[config.mk]
export PLATFORM = sky130hd
export DESIGN_NAME = mat_loader_ctrl
export DESIGN_NICKNAME = d
export VERILOG_FILES = /design/src/rtl/mat_loader_ctrl.sv
export SDC_FILE = /design/constraint.sdc
export NUM_CORES = 1
export LEC_CHECK = 0
export ABC_CLOCK_PERIOD_IN_PS = 6570
export CAP_MARGIN = 0
export CORE_MARGIN = 1
export CORE_UTILIZATION = 30
export CTS_BUF_LIST = sky130_fd_sc_hd__clkbuf_4
export DETAILED_ROUTE_END_ITERATION = 12
export PLACE_DENSITY = 0.63
export SYNTH_ARGS = -nofsm -noshare
export SYNTH_HDL_FRONTEND = slang
export SYNTH_SLANG_ARGS = --single-unit
[constraint.sdc]
create_clock -name clk -period 6.57 [get_ports clk]
set_input_delay 0.657 -clock clk [delete_from_list [all_inputs] [get_ports clk]]
set_output_delay 0.657 -clock clk [all_outputs]
set_load 0.02 [all_outputs]
[src/rtl/mat_loader_ctrl.sv]
// Matrix loader / sequencer between the HPS command port and the matrix ALU.
// The HPS writes operand elements into MatA/MatB and then starts the ALU. The
// controller waits for the ALU to finish, with a watchdog as a backstop,
// captures the 25-element result, and then streams it back one element per
// read strobe.
module mat_loader_ctrl (
    input  logic         clk,
    input  logic         rst,
    input  logic         wr_en,
    input  logic [31:0]  wr_data,
    input  logic         rd_en,
    output logic [31:0]  rd_data,
    output logic         rd_valid,
    output logic         busy,
    output logic         res_ready,
    output logic         err,
    output logic [199:0] MatA,
    output logic [199:0] MatB,
    output logic [7:0]   Esc,
    output logic [1:0]   Op,
    output logic         en,
    input  logic [199:0] Mat0,
    input  logic         Overflow,
    input  logic         done
);

    typedef enum logic [1:0] {
        IDLE    = 2'd0,
        RUN     = 2'd1,
        CAPTURE = 2'd2,
        RESULT  = 2'd3
    } state_t;

    localparam logic [1:0] OPC_LOAD  = 2'b00;
    localparam logic [1:0] OPC_START = 2'b01;
    localparam logic [1:0] OPC_CLEAR = 2'b10;
    localparam logic [4:0] LAST_IDX  = 5'd24;
    // The watchdog holds the number of RUN cycles already spent. On the 255th
    // cycle without done the run is abandoned.
    localparam logic [7:0] WD_LAST   = 8'd254;

    state_t         state_q, state_d;
    logic [7:0]     wd_q, wd_d;
    logic [199:0]   mat_a_q, mat_b_q;
    logic [7:0]     esc_q;
    logic [1:0]     op_q;
    logic           err_q;
    logic [199:0]   buf_q;
    logic           ovf_q;
    logic [4:0]     rd_ptr_q;
    logic [31:0]    rd_data_q;
    logic           rd_valid_q;

    // Command decode
    logic [1:0]     cmd_opc;
    logic           cmd_tgt;
    logic [4:0]     cmd_idx;
    logic [7:0]     cmd_val;
    logic           is_load, is_start, is_clear, is_bad;

    assign cmd_opc  = wr_data[31:30];
    assign cmd_tgt  = wr_data[29];
    assign cmd_idx  = wr_data[28:24];
    assign cmd_val  = wr_data[7:0];
    assign is_load  = wr_en && (cmd_opc == OPC_LOAD);
    assign is_start = wr_en && (cmd_opc == OPC_START);
    assign is_clear = wr_en && (cmd_opc == OPC_CLEAR);
    assign is_bad   = wr_en && (cmd_opc == 2'b11);

    // Strobes computed by the FSM and consumed by the datapath
    logic           load_ok, start_ok, capture, rd_fire, err_set;

    // FSM state register and watchdog
    always_ff @(posedge clk) begin
        if (rst) begin
            state_q <= IDLE;
            wd_q    <= '0;
        end else begin
            state_q <= state_d;
            wd_q    <= wd_d;
        end
    end

    // Next-state and per-cycle action decode; CLEAR overrides everything
    always_comb begin
        state_d  = state_q;
        wd_d     = wd_q;
        load_ok  = 1'b0;
        start_ok = 1'b0;
        capture  = 1'b0;
        rd_fire  = 1'b0;
        err_set  = is_bad;
        case (state_q)
            IDLE: begin
                if (is_load) begin
                    if (cmd_idx > LAST_IDX) err_set = 1'b1;
                    else                    load_ok = 1'b1;
                end
                if (is_start) begin
                    start_ok = 1'b1;
                    wd_d     = '0;
                    state_d  = RUN;
                end
            end
            RUN: begin
                if (is_load || is_start) err_set = 1'b1;
                if (done) begin
                    wd_d    = '0;
                    state_d = CAPTURE;
                end else if (wd_q == WD_LAST) begin
                    wd_d    = '0;
                    err_set = 1'b1;
                    state_d = IDLE;
                end else begin
                    wd_d    = wd_q + 8'd1;
                end
            end
            CAPTURE: begin
                if (is_load || is_start) err_set = 1'b1;
                capture = !is_clear;
                state_d = RESULT;
            end
            RESULT: begin
                if (is_load || is_start) err_set = 1'b1;
                if (rd_en && !is_clear) begin
                    rd_fire = 1'b1;
                    // The final element ends the session; no wrap to 0.
                    if (rd_ptr_q == LAST_IDX) state_d = IDLE;
                end
            end
            default: state_d = IDLE;
        endcase
        if (is_clear) begin
            state_d = IDLE;
            wd_d    = '0;
        end
    end

    // Operand matrices, scalar and opcode. Writes are only accepted in IDLE,
    // so the operands stay frozen while the ALU works.
    always_ff @(posedge clk) begin
        if (rst || is_clear) begin
            mat_a_q <= '0;
            mat_b_q <= '0;
            esc_q   <= '0;
            op_q    <= '0;
        end else begin
            if (load_ok) begin
                if (cmd_tgt) mat_b_q[{cmd_idx, 3'b000} +: 8] <= cmd_val;
                else         mat_a_q[{cmd_idx, 3'b000} +: 8] <= cmd_val;
            end
            if (start_ok) begin
                esc_q <= wr_data[15:8];
                op_q  <= wr_data[1:0];
            end
        end
    end

    // Sticky error flag
    always_ff @(posedge clk) begin
        if (rst || is_clear) err_q <= 1'b0;
        else if (err_set)    err_q <= 1'b1;
    end

    // Result buffer capture and read-out pointer
    always_ff @(posedge clk) begin
        if (rst) begin
            buf_q    <= '0;
            ovf_q    <= 1'b0;
            rd_ptr_q <= '0;
        end else if (capture) begin
            buf_q    <= Mat0;
            ovf_q    <= Overflow;
            rd_ptr_q <= '0;
        end else if (rd_fire) begin
            rd_ptr_q <= rd_ptr_q + 5'd1;
        end
    end

    // Read response: one word per accepted read, rd_data holds between reads
    always_ff @(posedge clk) begin
        if (rst) begin
            rd_data_q  <= '0;
            rd_valid_q <= 1'b0;
        end else begin
            rd_valid_q <= rd_fire;
            if (rd_fire)
                rd_data_q <= {ovf_q, 2'b00, rd_ptr_q, 16'h0000,
                              buf_q[{rd_ptr_q, 3'b000} +: 8]};
        end
    end

    assign MatA      = mat_a_q;
    assign MatB      = mat_b_q;
    assign Esc       = esc_q;
    assign Op        = op_q;
    assign err       = err_q;
    assign en        = (state_q == RUN);
    assign busy      = (state_q == RUN) || (state_q == CAPTURE);
    assign res_ready = (state_q == RESULT);
    assign rd_data   = rd_data_q;
    assign rd_valid  = rd_valid_q;

endmodule

==> results of run 1 <==
synth_stat cells (all sizes together) (3+ instances only):
library cell  count  area [µm²]
nand2           693        2610
dfxtp           642       12900
nand3           310        1550
o21ai           249        1250
a21oi           246        1230
mux2i           181        1810
clkbuf          163         614
buf              79         412
nor2             39         164
o211ai           34         255
mux4             32         721
nand4            28         203
nor3             28         140
a22oi            16         120
inv              16        60.1
and2             13        81.3
ha               13         163
nor2b             9        56.3
nand2b            8        50.1
o31ai             7        52.6
xnor2             7        61.3
a31o              6        52.6
and3              6        37.5
xor2              6        52.6
nor4              5        52.6
a211oi            3        40.0
nor3b             3        32.5
nor4b             3        41.3
o22ai             3        37.5
or3               3        18.8
cell type report:
cell class	instances	share of cell area, %
timing repair buffer	693	19.9
clock inverter	49	0.841
clock buffer	245	5.33
inverter	17	0.185
multi-input combinational	1993	32.6
sequential	642	37.2
antenna	5	0.0362
tap	1070	3.88
path summary, 6_finish.rpt:
| path | endpoint | slack (ps) | cells past startpoint | from |
|---|---|---|---|---|
| worst max-delay path | MatB[92] | 2790 | 8 | wr_data[24] |
| worst min-delay path | Esc[7] | 190 | 3 | wr_data[15] |
| worst max register to register | MatB[92] | 3190 | 7 | state_q[0] |
| worst min register to register | buf_q[100] | 450 | 2 | buf_q[100] |
critical path, cell delays in order:
cell and delay (ps):
clkdlybuf4s50_1 580, inv_1 320, ha_1 440, or2b_1 430
a211oi_4 930, nand4_1 810, nand3_1 310, o21ai_0 110
layout by cell type (no fill, tap or decap), types with 9 or more instances in the layout:
cell type,Yosys,layout
nand2_1,688,687
clkdlybuf4s50_1,0,657
dfxtp_1,642,639
nand3_1,310,310
a21oi_1,246,246
clkbuf_4,0,245
o21ai_0,239,239
mux2i_1,181,181
nor2_1,36,36
o211ai_1,34,34
buf_4,20,33
mux4_2,32,32
clkinv_1,1,30
nor3_1,28,27
nand4_1,25,25
conb_1,1,18
inv_1,16,16
a22oi_1,16,16
ha_1,13,13
o21ai_1,10,10
nor2b_1,9,9
where the power goes:
group          internal (mW)  switching, mW
combinational          0.176          0.281
clock                   1.74           1.75
sequential              3.90        0.00387
total                   5.81           2.03
cells by family (layout without fill, tap and decap cells):
family	Yosys count	after routing	share of synthesized area, %
AOI/OAI and AO/OA	573	573	12.5
xor gates and xnor gates	13	13	0.454
adders and majority gates	13	13	0.649
buffers and inverters	259	1004	4.35
DFF	642	642	51.3
muxes	214	214	10.1
other	1	23	0.0150
and+or+nand+nor	1162	1162	20.7
state kept, by name, summed over array words and instances, names as in the netlist, named ones only:
| register | count |
|---|---|
| MatA | 200 |
| MatB | 200 |
| buf_q | 200 |
| rd_data | 14 |
| Esc | 8 |
| wd_q | 8 |
| rd_ptr_q | 5 |
| Op | 2 |
| err | 1 |
| ovf_q | 1 |
| rd_valid | 1 |
| state_q | 1 |
per-stage QoR:
stage	area, µm²	power [mW]
2_1_floorplan	25100	4.19
3_3_place_gp	32400	4.44
3_5_place_dp	32400	4.44
4_1_cts	34500	7.96
5_1_grt	34500	8.20
6_report	34500	7.85
metal layers:
metal / GRT usage (%) / up-vias / part of all wire (%)
li1: - / 11300 / -
met1: 25.0 / 10900 / 40
met2: 36.6 / 910 / 49
met3: 6.08 / 172 / 7.6
met4: 8.94 / 14 / 3.3
met5: 0 / - / 0.14
==> impl_metrics.json, run 1 <==
{
  "status": "finished, final reports clean",
  "clk_latency_ps": 1030,
  "cts_max_path_buffers": 3,
  "power.leakage_nw": 12.0,
  "die_area_um2": 84700,
  "antenna_found_initial": 12,
  "hold_viol_final": 0,
  "ys_seq_area_share_pct": 51.3,
  "fin_crit_ps": 3780,
  "cts_tree": "built",
  "drcViolationCount": 0,
  "fin_ws_ps": 2790,
  "skew_ps": 56.4,
  "utilization_pct": 41.9,
  "required_ps": 7380,
  "finalSetupViolCount": 0,
  "die_h_um": 291,
  "synth_cell_type_count": 68,
  "gp_congestion": 0.845,
  "syn_area_per_cell_um2": 8.71,
  "overflow": 0,
  "cts_resized": 0,
  "synthesis.area_um2": 25100,
  "final_cells": 4714,
  "clk_root_buffer_cell": "clkbuf_4",
  "grt_pass1_wl_um": 139000,
  "async_flop_share_pct": 0,
  "core_um2": 82400,
  "start_util_pct": 30.4,
  "drt-initial-drc-count": 1316,
  "drtPass1Iterations": 6,
  "synth_ff_type": "dfxtp_1",
  "wire_per_inst_um": 19.9,
  "syn-instance-count": 2877,
  "grt_usage_pct": 21.4,
  "placed_cells": 4415,
  "slew_viol_final": 0,
  "holdWs_ps": 194,
  "worst_slew_pin_slew_ps": 1390,
  "seq_area_um2": 12900,
  "ant_nets": 0,
  "worstSetupPathType": "in -> reg",
  "startpoint_type": "input pin",
  "yosys_warnings": 0,
  "cap_violations": 0,
  "fmax_mhz": 264,
  "dpl.hpwl_um": 67000,
  "place_ws_ps": 1910,
  "viasPerCell": 4.93,
  "multi_input_comb_area_um2": 11200,
  "power_density_nw_per_um2": 227,
  "hold_buffers": 0,
  "ios": 685,
  "die_w_um": 291,
  "arrival_ps": 4590,
  "cts_buffers": 173,
  "fp-row-count": 105,
  "via_count": 23200,
  "relSlewSlack_pct": 7.53,
  "fin_crit_sh_pct": 57.6,
  "synth_edf_count": 0,
  "ir_drop_mv": 0.113,
  "grt_max_degree": 232,
  "clk_pin_slew_ps": 60,
  "port_buffers": 658,
  "drt_wl_total_um": 93800,
  "finalSetupTns_ps": 0,
  "cp-end-kind": "register",
  "ys_seq_elements": 642,
  "cts_max_level": 4,
  "nets": 3771,
  "cts_sinks": 642,
  "cp_max_fo": 19,
  "grt_pass1_vias": 22200,
  "area_growth_pct": 37.7,
  "nFillCells": 8323,
  "final_layout_size_suffix_gt1_share_pct": 10.3,
  "post_cts_buffers": 0,
  "hold_class": "in -> reg",
  "rsz0062_at_grt": "no"
}
(Power assumes the default switching activity.)
==> run 2, diff against run 1 <==
--- a/config.mk
+++ b/config.mk
@@ -5,7 +5,7 @@
 export SDC_FILE = /design/constraint.sdc
 export NUM_CORES = 1
 export LEC_CHECK = 0
-export ABC_CLOCK_PERIOD_IN_PS = 6570
+export ABC_CLOCK_PERIOD_IN_PS = 3960
 export CAP_MARGIN = 0
 export CORE_MARGIN = 1
 export CORE_UTILIZATION = 30
==> constraint.sdc (replaced) <==
create_clock -name clk -period 3.96 [get_ports clk]
set_input_delay 0.396 -clock clk [delete_from_list [all_inputs] [get_ports clk]]
set_output_delay 0.396 -clock clk [all_outputs]
set_load 0.02 [all_outputs]
==> impl_metrics.json, run 2 (synthesized netlist as in run 1, its figures left out) <==
{
  "final_cells": 5042,
  "place_ws_ps": 234,
  "cts_max_path_buffers": 3,
  "fin_area_um2": 37800,
  "power.leakage_nw": 13.5,
  "grt_pass1_wl_um": 146000,
  "final_cell_mix": "687 x nand2_1, 657 x clkdlybuf4s50_1, 639 x dfxtp_1",
  "fin_crit_ps": 2920,
  "via_count": 24600,
  "clk_latency_ps": 1020,
  "antenna_found_initial": 10,
  "clk_pin_slew_ps": 60,
  "area_growth_pct": 50.6,
  "fmax_mhz": 342,
  "skew_ps": 93.2,
  "drt-initial-drc-count": 1475,
  "post_cts_buffers": 0,
  "placed_cells": 4462,
  "worstSetupPathType": "reg -> reg",
  "final_layout_size_suffix_gt1_share_pct": 11.1,
  "nets": 4077,
  "drcViolationCount": 0,
  "cap_violations": 0,
  "arrival_ps": 3730,
  "die_h_um": 291,
  "clk_root_buffer_cell": "clkbuf_4",
  "wire_per_inst_um": 19.3,
  "overflow": 0,
  "hold_class": "in -> reg",
  "drt_wl_total_um": 97500,
  "gp_congestion": 0.851,
  "port_buffers": 658,
  "final_common_cell": "nand2_1",
  "hold_viol_final": 0,
  "fin_ws_ps": 1040,
  "place_area_um2": 32800,
  "viasPerCell": 4.88,
  "finalSetupTns_ps": 0,
  "dpl.hpwl_um": 68000,
  "rsz0062_at_grt": "no",
  "cts_resized": 0,
  "relSlewSlack_pct": 31.3,
  "cp_top_family": "simple AND/OR/NAND/NOR gates",
  "required_ps": 4770,
  "fin_crit_sh_pct": 73.7,
  "worst_slew_pin_slew_ps": 1030,
  "core_um2": 82400,
  "grt_max_degree": 151,
  "startpoint_type": "register",
  "cp-end-kind": "register",
  "finalSetupViolCount": 0,
  "critPathMaxStageDelay_ps": 520,
  "drtPass1Iterations": 7,
  "start_util_pct": 30.4,
  "ios": 685,
  "cts_buffers": 173,
  "power_density_nw_per_um2": 360,
  "crit_buf_inv": 2,
  "crit_slowest_cell": "nand4_1",
  "cts_max_level": 4,
  "ir_drop_mv": 0.195,
  "worstPathCellList": "inv_1 > ha_1 > nand4bb_4 > a211oi_4 > buf_4 > nand4_1 > nand3_1 > o21ai_0",
  "cts_sinks": 642,
  "ant_nets": 0,
  "cp_max_fo": 16,
  "die_area_um2": 84700,
  "cts_tree": "built",
  "fp-row-count": 105,
  "status": "finished, final reports clean",
  "grt_pass1_vias": 24100,
  "die_w_um": 291,
  "slew_viol_final": 0,
  "grt_usage_pct": 22.4
}
## run 2: cell types whose count changed in the layout (fill, tap and decap cells not counted), moves of 4 or more
cell / previous run / this run
dlygate4sd3_1: 0 / 259
buf_12: 2 / 11
buf_4: 33 / 71
clkinv_1: 30 / 34
clkbuf_4: 245 / 263
## run 2: layer usage
metal  share of wire, %  global-route usage [%]  vias to the layer above
met5              0.047                       0                        -
met4                3.3                    9.70                        6
met3                6.9                    5.69                      183
met2                 50                    38.9                      908
met1                 40                    25.8                    11600
li1                   -                       -                    11900
## run 2: final cells by class
cell class                      count  area, µm²
Multi-Input combinational cell   1993      11200
Inverter                           17       63.8
Timing Repair Buffer              999       9940
Antenna cell                        7       17.5
Tap cell                         1070       1340
Clock buffer                      263       1970
Sequential cell                   642      12900
Clock inverter                     51        327
Fill cell                        7889      44600
## run 2: what timing repair did
action | in CTS | in global routing
setup endpoints to repair | 0 | 0
hold buffers | 259 | 0
endpoints found under the hold margin | 220 | 0
## run 2: report_power, final
part           switching [mW]  internal [mW]
clock network            2.95           3.19
logic                   0.519          0.459
registers             0.00641           6.47
total                    3.47           10.1
## run 2: stage by stage
stage	util [%]	total power, mW	hold WS, ps
finish	45.8	13.6	158
detailed placement	39.9	7.41	443
global route	45.8	14.2	86.2
CTS	45.8	13.7	3.82
global placement	39.9	7.41	439
floorplan	-	6.96	432
## run 2: path summary, 6_finish.rpt
| check | slack (ps) | to | startpoint | cells after the start |
|---|---|---|---|---|
| worst max register to register | 1040 | MatB[73] | state_q[0] | 8 |
| worst min-delay path | 160 | register | done | 3 |
| worst max-delay path | 1040 | MatB[73] | state_q[0] | 8 |
| worst min register to register | 450 | buf_q[45] | buf_q[45] | 2 |
## run 2: worst register-to-register path, delay by kind of cell (launching register included)
| family | cells | cell delay (ps) |
|---|---|---|
| fa+ha+maj | 1 | 370 |
| simple gates | 3 | 1050 |
| flops | 1 | 340 |
| buf+inv | 2 | 430 |
| compound gates | 2 | 600 |
==> run 3, diff against run 2 <==
--- a/config.mk
+++ b/config.mk
@@ -5,13 +5,13 @@
 export SDC_FILE = /design/constraint.sdc
 export NUM_CORES = 1
 export LEC_CHECK = 0
-export ABC_CLOCK_PERIOD_IN_PS = 3960
+export ABC_CLOCK_PERIOD_IN_PS = 2500
 export CAP_MARGIN = 0
 export CORE_MARGIN = 1
 export CORE_UTILIZATION = 30
 export CTS_BUF_LIST = sky130_fd_sc_hd__clkbuf_4
 export DETAILED_ROUTE_END_ITERATION = 12
-export PLACE_DENSITY = 0.63
+export PLACE_DENSITY = 0.65
 export SYNTH_ARGS = -nofsm -noshare
 export SYNTH_HDL_FRONTEND = slang
 export SYNTH_SLANG_ARGS = --single-unit
==> constraint.sdc (replaced) <==
create_clock -name clk -period 2.5 [get_ports clk]
set_input_delay 0.25 -clock clk [delete_from_list [all_inputs] [get_ports clk]]
set_output_delay 0.25 -clock clk [all_outputs]
set_load 0.02 [all_outputs]
==> impl_metrics.json, run 3 (synthesized netlist as in run 1, its figures left out) <==
{
  "viasPerCell": 4.90,
  "cts_max_path_buffers": 3,
  "die_area_um2": 84700,
  "required_ps": 2250,
  "grt_usage_pct": 22.1,
  "dpl.hpwl_um": 70800,
  "final_layout_size_suffix_gt1_share_pct": 13.9,
  "slew_viol_final": 0,
  "critPathMaxStageDelay_ps": 640,
  "top_layer": "met5",
  "crit_buf_inv": 1,
  "overflow": 0,
  "cts_max_level": 4,
  "gp_congestion": 0.876,
  "antenna_found_initial": 15,
  "cts_buffers": 170,
  "final_common_cell": "nand2_1",
  "multi_input_comb_area_um2": 11200,
  "relSlewSlack_pct": 33.1,
  "grt_pass1_vias": 24200,
  "cap_violations": 0,
  "start_util_pct": 30.4,
  "fin_area_um2": 38500,
  "skew_ps": 106,
  "holdWs_ps": 111,
  "cp-end-kind": "output pin",
  "drcViolationCount": 0,
  "startpoint_type": "register",
  "rsz0062_at_grt": "no",
  "drt_wl_total_um": 97000,
  "ios": 685,
  "ir_drop_mv": 0.295,
  "drt-initial-drc-count": 1279,
  "seq_area_um2": 12900,
  "wl_met3_um": 7000,
  "arrival_ps": 2100,
  "post_cts_buffers": 0,
  "clk_pin_slew_ps": 70,
  "area_growth_pct": 53.6,
  "m1WireLength_um": 38900,
  "clk_latency_ps": 1040,
  "cts_tree": "built",
  "wire_per_inst_um": 19.0,
  "finalSetupViolCount": 0,
  "clk_root_buffer_cell": "clkbuf_4",
  "status": "finished, final reports clean",
  "worst_slew_pin_slew_ps": 1000,
  "fmax_mhz": 426,
  "port_buffers": 658,
  "core_um2": 82400,
  "cp_max_fo": 2,
  "power.leakage_nw": 13.9,
  "place_area_um2": 34200,
  "hold_class": "in -> reg",
  "nFillCells": 7701,
  "fin_crit_ps": 2350,
  "wl_met2_um": 48000,
  "crit_slowest_cell": "clkdlybuf4s50_1",
  "power_density_nw_per_um2": 554,
  "cp_top_family": "buffers and inverters",
  "cts_sinks": 642,
  "worstSetupPathType": "reg -> out",
  "die_h_um": 291,
  "fin_crit_sh_pct": 94.0,
  "die_w_um": 291,
  "nets": 4164,
  "fp-row-count": 105,
  "ant_nets": 0,
  "grt_max_degree": 96,
  "final_cell_mix": "687 x nand2_1, 654 x clkdlybuf4s50_1, 639 x dfxtp_1",
  "worstPathCellList": "clkdlybuf4s50_1",
  "grt_pass1_wl_um": 144000,
  "drtPass1Iterations": 5,
  "hold_viol_final": 0,
  "via_count": 25100
}
[run 3: cell count changes in the layout (fill, tap and decap cells not counted), sizes merged]
cell / before / now
clkdlybuf4s15: 0 / 1
inv: 22 / 21
diode: 7 / 10
dlygate4sd3: 259 / 212
clkbuf: 264 / 249
clkinvlp: 2 / 0
clkinv: 42 / 34
buf: 82 / 220
clkdlybuf4s50: 657 / 654
bufinv: 2 / 3
[run 3: area by class of cell]
cell class | count | area share (%)
inverter | 17 | 0.166
sequential | 642 | 33.4
tap | 1070 | 3.48
clock inverter | 41 | 0.815
clock buffer | 247 | 4.81
antenna | 10 | 0.0650
multi-input combinational | 1993 | 29.2
timing repair buffer | 1089 | 28.1
[run 3: power by group]
part | switching, mW | leakage [nW] | total (mW) | internal, mW
sequential | 0.0105 | 5.17 | 10.3 | 10.2
clock | 4.53 | 1.29 | 9.40 | 4.87
combinational | 0.845 | 7.47 | 1.69 | 0.848
[run 3: repair_timing]
| item | in CTS | in global routing |
|---|---|---|
| resized for setup | 5 | 5 |
| endpoints found under the setup margin | 3 | 3 |
| endpoints found under the hold margin | 231 | 0 |
| hold buffers | 212 | 0 |
[run 3: worst paths after layout]
check                           slack (ps)  startpoint    endpoint  cells past startpoint
worst max-delay path                   150   MatB[187]   MatB[187]                      1
worst min-delay path                   110  wr_data[5]   MatB[189]                      4
worst max register to register         170  state_q[0]  buf_q[152]                      7
worst min register to register         450  buf_q[109]  buf_q[109]                      2
[run 3: per-stage QoR]
step	cells	setup TNS, ps	utilization (%)	worst slack, ps	total power [mW]
4_1_cts	5099	0	46.7	12.3	21.6
3_5_place_dp	4599	-88830	41.5	-371	11.9
3_3_place_gp	4599	-80730	41.5	-354	11.9
5_1_grt	5107	0	46.8	3.58	22.2
6_report	5109	0	46.8	150	21.3
2_1_floorplan	2894	0	-	168	11.0
[run 3: tightest hold or removal path: stages]
cell and delay [ps]:
clkdlybuf4s50_1 450, buf_4 220, nand2_1 100, o21ai_0 70
[run 3: layer usage]
| layer | vias up | GRT usage, % |
|---|---|---|
| li1 | 12100 | - |
| met1 | 11800 | 25.6 |
| met2 | 944 | 38.4 |
| met3 | 182 | 5.80 |
| met4 | 12 | 9.30 |
| met5 | - | 0 |
